==> src/rtl/player_ctrl.sv <==
// player_ctrl: frame-ticked player movement, jump and hit FSM feeding a sprite core.
// Optional shot logic is built only when PLAYER_FIRE_EN is defined.
module player_ctrl #(
  parameter int H_RES      = 640,
  parameter int SIZE       = 32,
  parameter int GROUND_Y   = 416,
  parameter int SPAWN_X    = 16,
  parameter int STEP       = 2,
  parameter int JUMP_V     = 12,
  parameter int HIT_FRAMES = 60
) (
  input  logic        clk,
  input  logic        rst_n,
  input  logic        frame_tick,
  input  logic        btn_left,
  input  logic        btn_right,
  input  logic        btn_jump,
  input  logic        btn_fire,
  input  logic        hit,
  output logic [10:0] x0,
  output logic [10:0] y0,
  output logic [4:0]  ctrl,
  output logic [1:0]  state,
  output logic        fire_pulse
);
  typedef enum logic [1:0] {IDLE = 2'b00, WALK = 2'b01, JUMP = 2'b10, HIT = 2'b11} state_e;
  localparam int CW = $clog2(HIT_FRAMES + 1);
  localparam logic [10:0] X_MAX = 11'(H_RES - SIZE);
  localparam logic [10:0] GY = 11'(GROUND_Y);
  state_e state_q, state_d;
  logic [10:0] x_q, x_d, y_q, y_d, x_mv;
  logic signed [5:0] vy_q, vy_d, vy_cur, vy_inc;
  logic signed [12:0] y_nx;
  logic [CW-1:0] cnt_q, cnt_d;
  logic [4:0] ctrl_q, ctrl_d;
  logic hp_q, hp_d, arm_q, arm_d;
  logic go_l, go_r, hit_now, grounded, start, airborne, jumping, land, fire_id, hit_ph;
  assign go_l = btn_left & ~btn_right;
  assign go_r = btn_right & ~btn_left;
  assign x_mv = go_l ? (x_q < 11'(STEP) ? 11'd0 : x_q - 11'(STEP)) :
                go_r ? (x_q > X_MAX - 11'(STEP) ? X_MAX : x_q + 11'(STEP)) : x_q;
  assign hit_now = hp_q | hit;
  assign grounded = state_q == IDLE || state_q == WALK;
  assign start = grounded & btn_jump & arm_q & ~hit_now;
  assign airborne = y_q != GY;
  assign jumping = start | (state_q == JUMP) | (state_q == HIT & airborne);
  assign vy_cur = start ? $signed(6'(-JUMP_V)) : vy_q;
  assign vy_inc = vy_cur == 6'sd31 ? vy_cur : vy_cur + 6'sd1;
  assign y_nx = $signed({2'b00, y_q}) + 13'(vy_cur);
  assign land = y_nx >= $signed(13'(GROUND_Y));
  always_comb begin
    state_d = state_q;
    x_d = x_q;
    y_d = y_q;
    vy_d = vy_q;
    cnt_d = cnt_q;
    hp_d = hp_q | hit;
    arm_d = arm_q;
    if (frame_tick) begin
      hp_d = 1'b0;
      if (grounded) arm_d = start ? 1'b0 : (arm_q | ~btn_jump);
      if (jumping) begin
        y_d = land ? GY : y_nx[10:0];
        vy_d = land ? 6'sd0 : vy_inc;
      end
      if (hit_now) begin
        state_d = HIT;
        cnt_d = CW'(HIT_FRAMES - 1);
      end else if (state_q == HIT) begin
        if (cnt_q == '0) state_d = (jumping && !land) ? JUMP : IDLE;
        else cnt_d = cnt_q - 1'b1;
      end else begin
        x_d = x_mv;
        state_d = (jumping && !land) ? JUMP : (go_l | go_r) ? WALK : IDLE;
      end
    end
    // Colour phase counts frames elapsed in HIT, so a reload restarts it at 01
    hit_ph = 1'((CW'(HIT_FRAMES - 1) - cnt_d) >> 2);
    ctrl_d = state_d == HIT ? {hit_ph ? 2'b11 : 2'b01, 3'b000} :
             state_d == WALK ? 5'b00100 : state_d == JUMP ? 5'b00010 : 5'b00000;
    if (fire_id && state_d != HIT) ctrl_d[1:0] = 2'b11;
  end
  always_ff @(posedge clk or negedge rst_n) begin
    if (!rst_n) begin
      state_q <= IDLE;
      x_q <= 11'(SPAWN_X);
      y_q <= GY;
      vy_q <= 6'sd0;
      cnt_q <= '0;
      hp_q <= 1'b0;
      arm_q <= 1'b1;
      ctrl_q <= 5'b00000;
    end else begin
      state_q <= state_d;
      x_q <= x_d;
      y_q <= y_d;
      vy_q <= vy_d;
      cnt_q <= cnt_d;
      hp_q <= hp_d;
      arm_q <= arm_d;
      ctrl_q <= ctrl_d;
    end
  end
`ifdef PLAYER_FIRE_EN
  logic [3:0] fcnt_q, fcnt_d;
  logic fprev_q, fprev_d, fire_q, fire_d;
  always_comb begin
    fcnt_d = fcnt_q;
    fprev_d = fprev_q;
    fire_d = 1'b0;
    if (frame_tick) begin
      fprev_d = btn_fire;
      fire_d = btn_fire & ~fprev_q & (fcnt_q == 4'd0) & ~hit_now & (state_q != HIT);
      fcnt_d = fire_d ? 4'd8 : (fcnt_q != 4'd0 ? fcnt_q - 4'd1 : 4'd0);
    end
  end
  always_ff @(posedge clk or negedge rst_n) begin
    if (!rst_n) begin
      fcnt_q <= 4'd0;
      fprev_q <= 1'b0;
      fire_q <= 1'b0;
    end else begin
      fcnt_q <= fcnt_d;
      fprev_q <= fprev_d;
      fire_q <= fire_d;
    end
  end
  assign fire_id = fcnt_d != 4'd0;
  assign fire_pulse = fire_q;
`else
  logic unused_fire;
  assign unused_fire = btn_fire;
  assign fire_id = 1'b0;
  assign fire_pulse = 1'b0;
`endif
  assign x0 = x_q;
  assign y0 = y_q;
  assign ctrl = ctrl_q;
  assign state = state_q;
endmodule
==> config.mk <==
export PLATFORM = sky130hd
export DESIGN_NAME = player_ctrl
export DESIGN_NICKNAME = d
export VERILOG_FILES = /design/src/rtl/player_ctrl.sv
export SDC_FILE = /design/constraint.sdc
export NUM_CORES = 1
export LEC_CHECK = 0
export ABC_AREA = 0
export CAP_MARGIN = 30
export CORE_MARGIN = 1.5
export CORE_UTILIZATION = 56
export CTS_BUF_LIST = sky130_fd_sc_hd__clkbuf_4 sky130_fd_sc_hd__clkbuf_8
export CTS_CLUSTER_DIAMETER = 30
export DETAILED_ROUTE_END_ITERATION = 12
export HOLD_SLACK_MARGIN = 0.15
export PLACE_DENSITY_LB_ADDON = 0.05
export SYNTH_ARGS = -nofsm -noshare
export SYNTH_HDL_FRONTEND = slang
export SYNTH_SLANG_ARGS = --single-unit
==> constraint.sdc <==
create_clock -name clk -period 8.6 [get_ports clk]
set_input_delay 1.72 -clock clk [delete_from_list [all_inputs] [get_ports clk]]
set_output_delay 1.72 -clock clk [all_outputs]
set_load 0.1 [all_outputs]
**Word level (Yosys, flattened, before mapping)**

Index checks and enable logic that the tools add are counted.

- Bits in registers: 43
- Bits in latches: 0
- Bits in writable memories: 0
- ROM bits: 0
- Bits of input ports: 8
- Output and inout bits: 30
- Memories: 0

- $add $sub $neg: 6
- Multipliers: 0
- Divide/modulo/power cells: 0
- Magnitude comparators: 3
- Equal/unequal tests: 8
- Shift-type cells: 0
- Muxes and demuxes: 25
- Bitwise operators: 16
- Reductions and logical operators: 9

Operators with widths:

| cell | number |
|---|---|
| 11-bit two-way mux | 5 |
| 6-bit two-way mux | 7 |
| 2-bit two-way mux | 8 |
| 12-bit by 6-bit adder with 13-bit output | 1 |
| 13-bit by 10-bit greater-or-equal comparator with 1-bit output (second input constant) | 1 |
| 11-bit by 2-bit adder with 11-bit output (second input constant) | 1 |
| 11-bit by 10-bit greater-than comparator with 1-bit output (second input constant) | 1 |
| 11-bit by 2-bit less-than comparator with 1-bit output (second input constant) | 1 |
| 11-bit by 9-bit inequality test with 1-bit output (second input constant) | 1 |
| 11-bit by 2-bit subtractor with 11-bit output (second input constant) | 1 |
| 2-bit equality test (second input constant) | 4 |
| 6-bit by 2-bit adder with 6-bit output (second input constant) | 1 |
| 1-bit bitwise AND | 6 |
| 6-bit equality test (second input constant) | 1 |
| 6-bit logical NOT | 1 |
| 6-bit by 1-bit subtractor with 6-bit output (second input constant) | 1 |
| 5-bit two-way mux | 1 |
| 1-bit NOT | 5 |
| 1-bit OR | 5 |
| 2-bit by 1-bit equality test with 1-bit output (second input constant) | 2 |
| 2-bit AND reduction | 2 |
| 4-bit AND reduction | 1 |
| 1-bit two-way mux | 3 |
| 3-bit two-way mux | 1 |
| other kinds (6) | 6 |

**Longest topological paths before layout**

Gate-level depths: netlist of run 1.

- Word-level depth: 19
- Mapped depth: 17
- Gate-level depth less buffers: 14

**Worst setup path before layout of run 1**

OpenSTA, ideal clock, no wires.

- Path kind: in2reg
- Start: input port hit
- End: register ctrl_q[1] (netlist: ctrl[1])
- Library setup time: 0.122 ns
- Arrival time: 4.698 ns
- Data required time: 8.478 ns
- Setup slack: 3.780 ns
- Cell stages on the path: 17
- Path buffers: 3
- Cells stage by stage: or2_1 buf_6 nor2_1 nor2_1 inv_1 ha_1 buf_2 a21o_1 a211oi_1 o21ai_0 o221ai_1 xnor2_1 o211ai_2 a41oi_2 buf_4 nor2_4 a32o_1

- Word-level cells in the longest chain between the ends: 17
- Elaborated cells on any way between the ends: 22
- Those cells by class: add/sub (1); order compare (1); eq/ne (3); mux (10); bitwise (5); reduce/logical (2)

Ends and longest elaborated chain:

| element | RTL line | text |
|---|---|---|
| start, declared | 19 | `input logic hit,` |
| 1-bit OR (*) | 42 | `assign hit_now = hp_q \| hit;` |
| 1-bit NOT | 44 | `assign start = grounded & btn_jump & arm_q & ~hit_now;` |
| 1-bit bitwise AND | 44 |  |
| 6-bit two-way mux | 47 | `assign vy_cur = start ? $signed(6'(-JUMP_V)) : vy_q;` |
| 12-bit by 6-bit adder with 13-bit output | 49 | `assign y_nx = $signed({2'b00, y_q}) + 13'(vy_cur);` |
| 13-bit by 10-bit greater-or-equal comparator with 1-bit output | 50 | `assign land = y_nx >= $signed(13'(GROUND_Y));` |
| 1-bit logical NOT | 70, 74 |  |
| 1-bit logical AND | 70, 74 |  |
| 2-bit two-way mux (2 in a row) | 70 | `if (cnt_q == '0) state_d = (jumping && !land) ? JUMP : IDLE;` |
| 2-bit two-way mux | 69 | `end else if (state_q == HIT) begin` |
| 2-bit two-way mux (*) | 66 | `if (hit_now) begin` |
| 2-bit two-way mux (*) | 59 | `if (frame_tick) begin` |
| 2-bit equality test | 80 | `state_d == WALK ? 5'b00100 : state_d == JUMP ? 5'b00010 : 5'b00000;` |
| 2-bit two-way mux | 80 |  |
| 3-bit two-way mux | 80 |  |
| 5-bit two-way mux (*) | 79 | `ctrl_d = state_d == HIT ? {hit_ph ? 2'b11 : 2'b01, 3'b000} :` |
| named net ctrl_d[1] | 35 | `logic [4:0] ctrl_q, ctrl_d;` |
| end signal, assigned | 101 | `ctrl_q <= ctrl_d;` |
| end, declared | 35 |  |

Mark *: on every way through the listed nets, which the timed path passes. The rest lies on a longest branch.
A chain may end at the register's enable or synchronous reset.

**Worst setup path after layout of run 1**

- Start: input port hit
- End: register vy_q[5]

- Word-level cells in the longest chain between the ends: 7
- Elaborated cells on any way between the ends: 13
- Those cells by class: add/sub (2); order compare (1); eq/ne (1); mux (3); bitwise (5); reduce/logical (1)

Ends and longest elaborated chain:

| element | RTL line | text |
|---|---|---|
| 1-bit OR (*) | 42 |  |
| 1-bit NOT (*) | 44 |  |
| 1-bit bitwise AND (*) | 44 |  |
| 6-bit two-way mux | 47 |  |
| 12-bit by 6-bit adder with 13-bit output (tied with other cells) | 49 |  |
| 13-bit by 10-bit greater-or-equal comparator with 1-bit output or 6-bit two-way mux (tied branches) | 50, 48 |  |
| 6-bit two-way mux | 64 | `vy_d = land ? 6'sd0 : vy_inc;` |
| end signal, assigned | 97 | `vy_q <= vy_d;` |
| end, declared | 32 | `logic signed [5:0] vy_q, vy_d, vy_cur, vy_inc;` |

Mark *: on every way between the ends. The rest lies on a longest branch, timed or not.

==> results of run 1 <==
## stage by stage
stage	std cells	setup slack [ns]	hold slack (ns)	power (mW)	instance area (um2)
CTS	452	2.617	0.4798	1.348	3496
floorplan	358	3.780	0.4417	1.042	3098
detailed placement	444	2.297	0.4658	1.182	3383
global route	453	2.266	0.5029	1.435	3516
finish	453	2.559	0.4755	1.347	3516
global placement	444	2.313	0.4598	1.175	3383
## layer usage
layer  vias to the layer above  share of wire
li1                       1346              -
met1                      1306           0.47
met2                        81           0.48
met3                         6          0.047
met4                         0         0.0075
met5                         -              0
## synth_stat cells (all sizes together) (2+ instances only)
cell type and number:
nand2 40, buf 10, or2 2, a21oi 35
a221oi 3, clkbuf 8, or3 2, nor4 2
o21a 2, ha 18, a21o 6, o221ai 2
dfrtp 36, xnor2 8, nor2 29, nand4 5
o41ai 3, and2 5, o31ai 7, mux2i 2
nor4b 2, nor3 10, dfstp 5, o211ai 2
inv 19, nand3 12, o21ai 33, a311oi 2
nand2b 3, xor2 6, or4 2, o22ai 8
nand3b 2, a41oi 2, a211oi 6
## worst max path at each step
stage                     from       to  slack (ns)
after floorplan            hit  ctrl[1]        3.78
after global placement     hit  vy_q[5]        2.31
after detailed placement   hit  vy_q[5]        2.30
after CTS                  hit  vy_q[5]        2.62
after global routing       hit  vy_q[5]        2.27
final                      hit  vy_q[5]        2.56
## registers in the layout, indices dropped and copies added, names as in the netlist
signal and flops:
state 2, cnt_q 6, arm_q 1, y0 11, x0 10, ctrl 4, vy_q 6, hp_q 1
## layout make-up
| type | count | area [um2] |
|---|---|---|
| clock inverter | 3 | 43.79 |
| timing repair buffer | 35 | 352.8 |
| tap | 70 | 87.58 |
| sequential | 41 | 1032 |
| fill | 455 | 1689 |
| inverter | 19 | 71.32 |
| multi-input combinational | 280 | 1859 |
| clock buffer | 5 | 68.82 |
## cell families (layout without fill, tap and decap cells)
group                      Yosys count  in the layout
AOI/OAI and AO/OA                  121            121
and+or+nand+nor                    121            121
DFF                                 41             41
buffers and inverters               37             62
adders and majority gates           19             19
xor gates and xnor gates            14             14
muxes                                2              2
other                                1              3
## report_power, final
| group | switching, mW | internal, mW | leakage, nW | total [mW] |
|---|---|---|---|---|
| sequential | 0.0703 | 0.252 | 0.483 | 0.323 |
| combinational | 0.590 | 0.274 | 0.950 | 0.864 |
| clock | 0.0726 | 0.0870 | 0.0585 | 0.160 |
| total | 0.733 | 0.614 | 1.49 | 1.35 |
## worst reg2reg max path, cell delays in order, from the launching register on
cell and delay, ns:
dfrtp_1 0.37, or2_1 0.32, nor2_1 0.15, nor2_1 0.34, inv_1 0.27, ha_1 0.53, nand3_1 0.18, or4_1 0.58
nand4_1 0.16, xor2_1 0.22, o211ai_2 0.13, a41oi_2 0.64, and2_4 0.34, o22ai_1 0.08
==> impl_metrics.csv, run 1 <==
group,metric,value,unit
hold_path,min_to,"y0[8]",
drt,dr_total_vias,2739,
hold_path,hold_class,"flip-flop to flip-flop",
logic_synthesis,netlist_instances,356,
worst_setup_path,path_depth,14,
drt,ant_nets,0,
worst_setup_path,r2r-end,"vy_q[5]",
sta,tightest_slew,0.9730,ns
place,port_buffers,33,
worst_setup_path,cp_top_family,"simple AND/OR/NAND/NOR gates",
sta,relSlewSlack,0.3493,
clocking,postCtsSetupRepairBufs,0,
logic_synthesis,synthArstFlopShare,1.000,
drt,dr.first_iter.drc_count,168,
global_routing,grt_overflow,0,
clocking,clock_path_buffers,2,
logic_synthesis,avgSynthCellArea,8.681,um2
die,die_w,77.29,um
clocking,worstSkewPairLatency,0.30,ns
finish,final_common_cell,"nand2_1",
worst_setup_path,slowest_stage,"a41oi_2",
sta,grt_setup_unrepaired,"no",
finish,layout-drive-gt1-share,0.09661,
logic_synthesis,synth_compound_area_frac,0.2814,
clocking,holdBufCountCts,0,
drt,firstDrtPassIters,6,
sta,hold_violations,0,
sta,fmax,165.5,MHz
clocking,cts.reportedPaths.clkPinSlew,0.09,ns
logic_synthesis,yosysWarnings,0,
sta,post-route-period-util,0.7024,
die,rows,26,
logic_synthesis,synthAdderAreaFrac,0.07652,
finish,antennaDiodeCount,0,
worst_setup_path,worst-path-max-fanout,11,
clocking,htreeDepth,2,
logic_synthesis,netlist.area_leader.share,0.2915,
logic_synthesis,netlist_top_cells_area,"dfrtp_1, ha_1, a21oi_1",
worst_setup_path,slowest_delay,0.64,ns
worst_setup_path,path_common_cell,"nor2_1",
power_and_ir_drop,power.density,383.1,nW/um2
run_status,outcome,"complete, no violations",
worst_setup_path,crit_chain,"clkdlybuf4s50_1, or2_1, nor2_1, nor2_1, inv_1, ha_1, nand3_1, or4_1, nand4_1, xor2_1, o211ai_2, a41oi_2, and2_4, o22ai_1",
global_routing,grt_usage,0.2448,
finish,post-route-util,0.6755,
worst_setup_path,setup.worst_path.class,"input pin to flip-flop",
sta,fin_crit,6.041,ns
worst_setup_path,reg2reg_depth,13,
logic_synthesis,syn_area,3090,um2
sta,setup_viol,0,
drt,drc,0,
place,dp_hpwl,4.992,mm
finish,nNetsFinal,408,
power_and_ir_drop,irDropWorstVdd,0.0002526,V
global_routing,antenna_found_initial,0,
drt,wl_per_cell,15.24,um
die,coreArea,5205,um2
global_routing,grt_use_met1,0.3261,
clocking,post_cts_resized,0,
logic_synthesis,synthMuxAreaShare,0.006478,
clocking,clock_sink_count,41,
place,routabilityCongestion,0.8683,
power_and_ir_drop,power_leakage,1.492,nW
worst_setup_path,critPathRequiredTime,8.75,ns
worst_setup_path,worstSetupStartpointType,"input pin",
global_routing,grt_pass1_wl,11.83,mm
global_routing,grt_start_max_net_pins,42,
sta,fin_skew,0.005203,ns
die,start_util,0.5938,
worst_setup_path,critical_path.endpoint_type,"flip-flop",
die,ios,38,
run,maxCapViolCount,0,
clocking,tritoncts.num_buffers,5,
hold_path,hold_depth,2,
logic_synthesis,synthXorXnorAreaFrac,0.03968,
clocking,cts_tree,"yes",
worst_setup_path,arrival,6.19,ns
logic_synthesis,synth_top_family_by_area,"compound AO/OA/AOI/OAI gates",
finish,final_cell_mix,"nand2_1, dfrtp_1, a21oi_1",
worst_setup_path,r2r-start,"hp_q",
die,die_area,5973,um2
drt,wl,6.903,mm
sta,slew_violations,0,
worst_setup_path,cp_num_buf_inv,2,
logic_synthesis,yosysSeqAreaShare,0.3340,
die,die_height,77.29,um
logic_synthesis,synth_seq_cells,41,
logic_synthesis,ys.flop_type,"dfrtp_1",
global_routing,grt_busiest_layer,"met2",
drt,avgViaCountPerCell,6.046,
clocking,root_buffer,"clkbuf_8",
logic_synthesis,synth_edf_count,0,
global_routing,gr-usage-met3,0.03929,
hold_path,hold_start,"y0[8]",
worst_setup_path,r2r_setup_slack,4.12,ns
logic_synthesis,netlist-cell-type-count,71,
global_routing,grt_pass1_vias,2549,
logic_synthesis,yosys.area_share.simple,0.1939,
global_routing,grt_use_met2,0.4105,
finish,area_growth_syn_to_layout,13.77,%
logic_synthesis,yosys.area.top_type,"dfrtp_1",
sta,tns,0,ns
Note: power is estimated with default switching activity, not from simulation.
==> run 2: changes to the inputs <==
Settings changed: CORE_UTILIZATION 56 to 52.
Clock period 8.6 ns to 5.06 ns, I/O delays scaled along.
==> impl_metrics.csv, run 2 (same netlist as run 1, synthesis figures left out) <==
group,metric,value,unit
worst_setup_path,r2r_setup_slack,1.17,ns
sta,relSlewSlack,0.3487,
die,rows,27,
run_status,outcome,"complete, no violations",
finish,area_growth_syn_to_layout,15.30,%
drt,wl_per_cell,15.45,um
drt,dr_total_vias,2747,
global_routing,grt_overflow,0,
die,start_util,0.5511,
sta,fin_crit,4.609,ns
drt,wl,7.155,mm
power_and_ir_drop,seqPwrFrac,0.239,
hold_path,hold_start,"y0[5]",
clocking,postCtsSetupRepairBufs,0,
drt,firstDrtPassIters,4,
worst_setup_path,worstSetupStartpointType,"input pin",
sta,hold_violations,0,
clocking,holdBufCountCts,0,
drt,drc,0,
global_routing,grt_usage,0.2427,
power_and_ir_drop,irDropWorstVdd,0.0004694,V
finish,final_cell_mix,"nand2_1, dfrtp_1, a21oi_1",
global_routing,grt_start_max_net_pins,42,
sta,tns,0,ns
die,die_height,80.09,um
drt,ant_nets,0,
sta,grt_setup_unrepaired,"no",
worst_setup_path,r2r-start,"state[1]",
sta,slew_violations,0,
global_routing,grt_pass1_wl,12.34,mm
sta,fin_skew,0.006232,ns
clocking,worstSkewPairLatency,0.30,ns
power_and_ir_drop,power_frac_comb,0.663,
place,dp.cells,454,
sta,tightest_slew,0.9739,ns
power_and_ir_drop,p_int,1.036,mW
drt,dr.first_iter.drc_count,180,
sta,post-route-period-util,0.9109,
sta,hold_ws,0.4786,ns
finish,nNetsFinal,416,
power_and_ir_drop,swShare,0.5501,
die,coreArea,5608,um2
global_routing,antenna_found_initial,0,
sta,fmax,217.0,MHz
worst_setup_path,setup.worst_path.class,"input pin to flip-flop",
worst_setup_path,critPathRequiredTime,5.25,ns
clocking,clock_path_buffers,2,
drt,avgViaCountPerCell,5.933,
power_and_ir_drop,power_leakage,1.519,nW
finish,final_cell_area,3563,um2
place,port_buffers,33,
clocking,tritoncts.num_buffers,5,
hold_path,hold_class,"flip-flop to flip-flop",
clocking,htreeDepth,2,
place,dp_hpwl,5.170,mm
finish,largest_reg_flops,11,
global_routing,grt_pass1_vias,2599,
clocking,clock_sink_count,41,
finish,layout-drive-gt1-share,0.1151,
place,routabilityCongestion,0.8846,
clocking,cts_tree,"yes",
clocking,cts.reportedPaths.clkPinSlew,0.08,ns
die,die_w,80.09,um
die,die_area,6414,um2
worst_setup_path,worst-path-max-fanout,11,
power_and_ir_drop,clkPwrFrac,0.098,
power_and_ir_drop,switchingPower,1.266,mW
finish,antennaDiodeCount,0,
clocking,root_buffer,"clkbuf_8",
finish,final_common_cell,"nand2_1",
run,maxCapViolCount,0,
worst_setup_path,critical_path.endpoint_type,"flip-flop",
place,place_area,3446,um2
worst_setup_path,critPathLaunch,"btn_jump",
clocking,post_cts_resized,0,
die,ios,38,
worst_setup_path,arrival,4.79,ns
finish,final_cell_count_no_fill,463,
sta,setup_viol,0,
power_and_ir_drop,power.density,645.9,nW/um2
==> run 2: cell types whose count changed in the layout (fill, tap and decap cells not counted), sizes merged <==
cell and delta:
buf +8, bufinv -1, clkinvlp +1
==> run 2: stage by stage <==
stage	total power, mW	worst slack (ns)	util
6_report	2.302	0.4511	0.6354
5_1_grt	2.458	0.2568	0.6354
4_1_cts	2.304	0.4397	0.6305
3_5_place_dp	2.073	0.1338	0.6145
3_3_place_gp	2.055	0.2288	0.6145
2_1_floorplan	1.771	0.9052	-
==> run 2: final timing paths <==
kind                            to  depth (start not counted)
max                        vy_q[5]                         16
min                          y0[5]                          2
max reg2reg                vy_q[5]                         15
min reg2reg                  y0[5]                          2
max in group asynchronous    arm_q                          2
min in group asynchronous    x0[5]                          1
==> run 2: worst max-delay path: stages <==
cell,delay [ns]
clkdlybuf4s50_1,0.56
and3b_1,0.27
nand2_1,0.14
and2_1,0.23
ha_1,0.25
ha_1,0.26
a21o_2,0.21
a21oi_1,0.35
a21oi_2,0.14
o41ai_4,0.31
xnor2_1,0.20
o211ai_2,0.12
a41oi_2,0.20
buf_4,0.23
and2_4,0.23
o22ai_1,0.08
==> run 2: layout make-up <==
cell class / count / area, um2
multi-input cells: 280 / 1859
clock buffers: 5 / 68.82
repair buffers: 43 / 420.4
inverters: 19 / 71.32
flip-flops and latches: 41 / 1032
well taps: 72 / 90.09
clock inverters: 3 / 21.27
fillers: 519 / 2044
==> run 2: metal layers <==
layer	GRT usage	wire, um	up-vias
met1	0.3435	3448	1304
li1	-	-	1362
met5	0	0	-
met2	0.3824	3267	72
met3	0.03977	356	9
met4	0.06552	82	0
==> run 2: power by group through the flow <==
stage | registers [mW] | logic, mW | clock network [mW]
global route | 0.565 | 1.65 | 0.245
detailed placement | 0.553 | 1.52 | 0
global placement | 0.553 | 1.50 | 0
floorplan | 0.876 | 0.895 | 0
CTS | 0.548 | 1.52 | 0.232
finish | 0.550 | 1.53 | 0.226
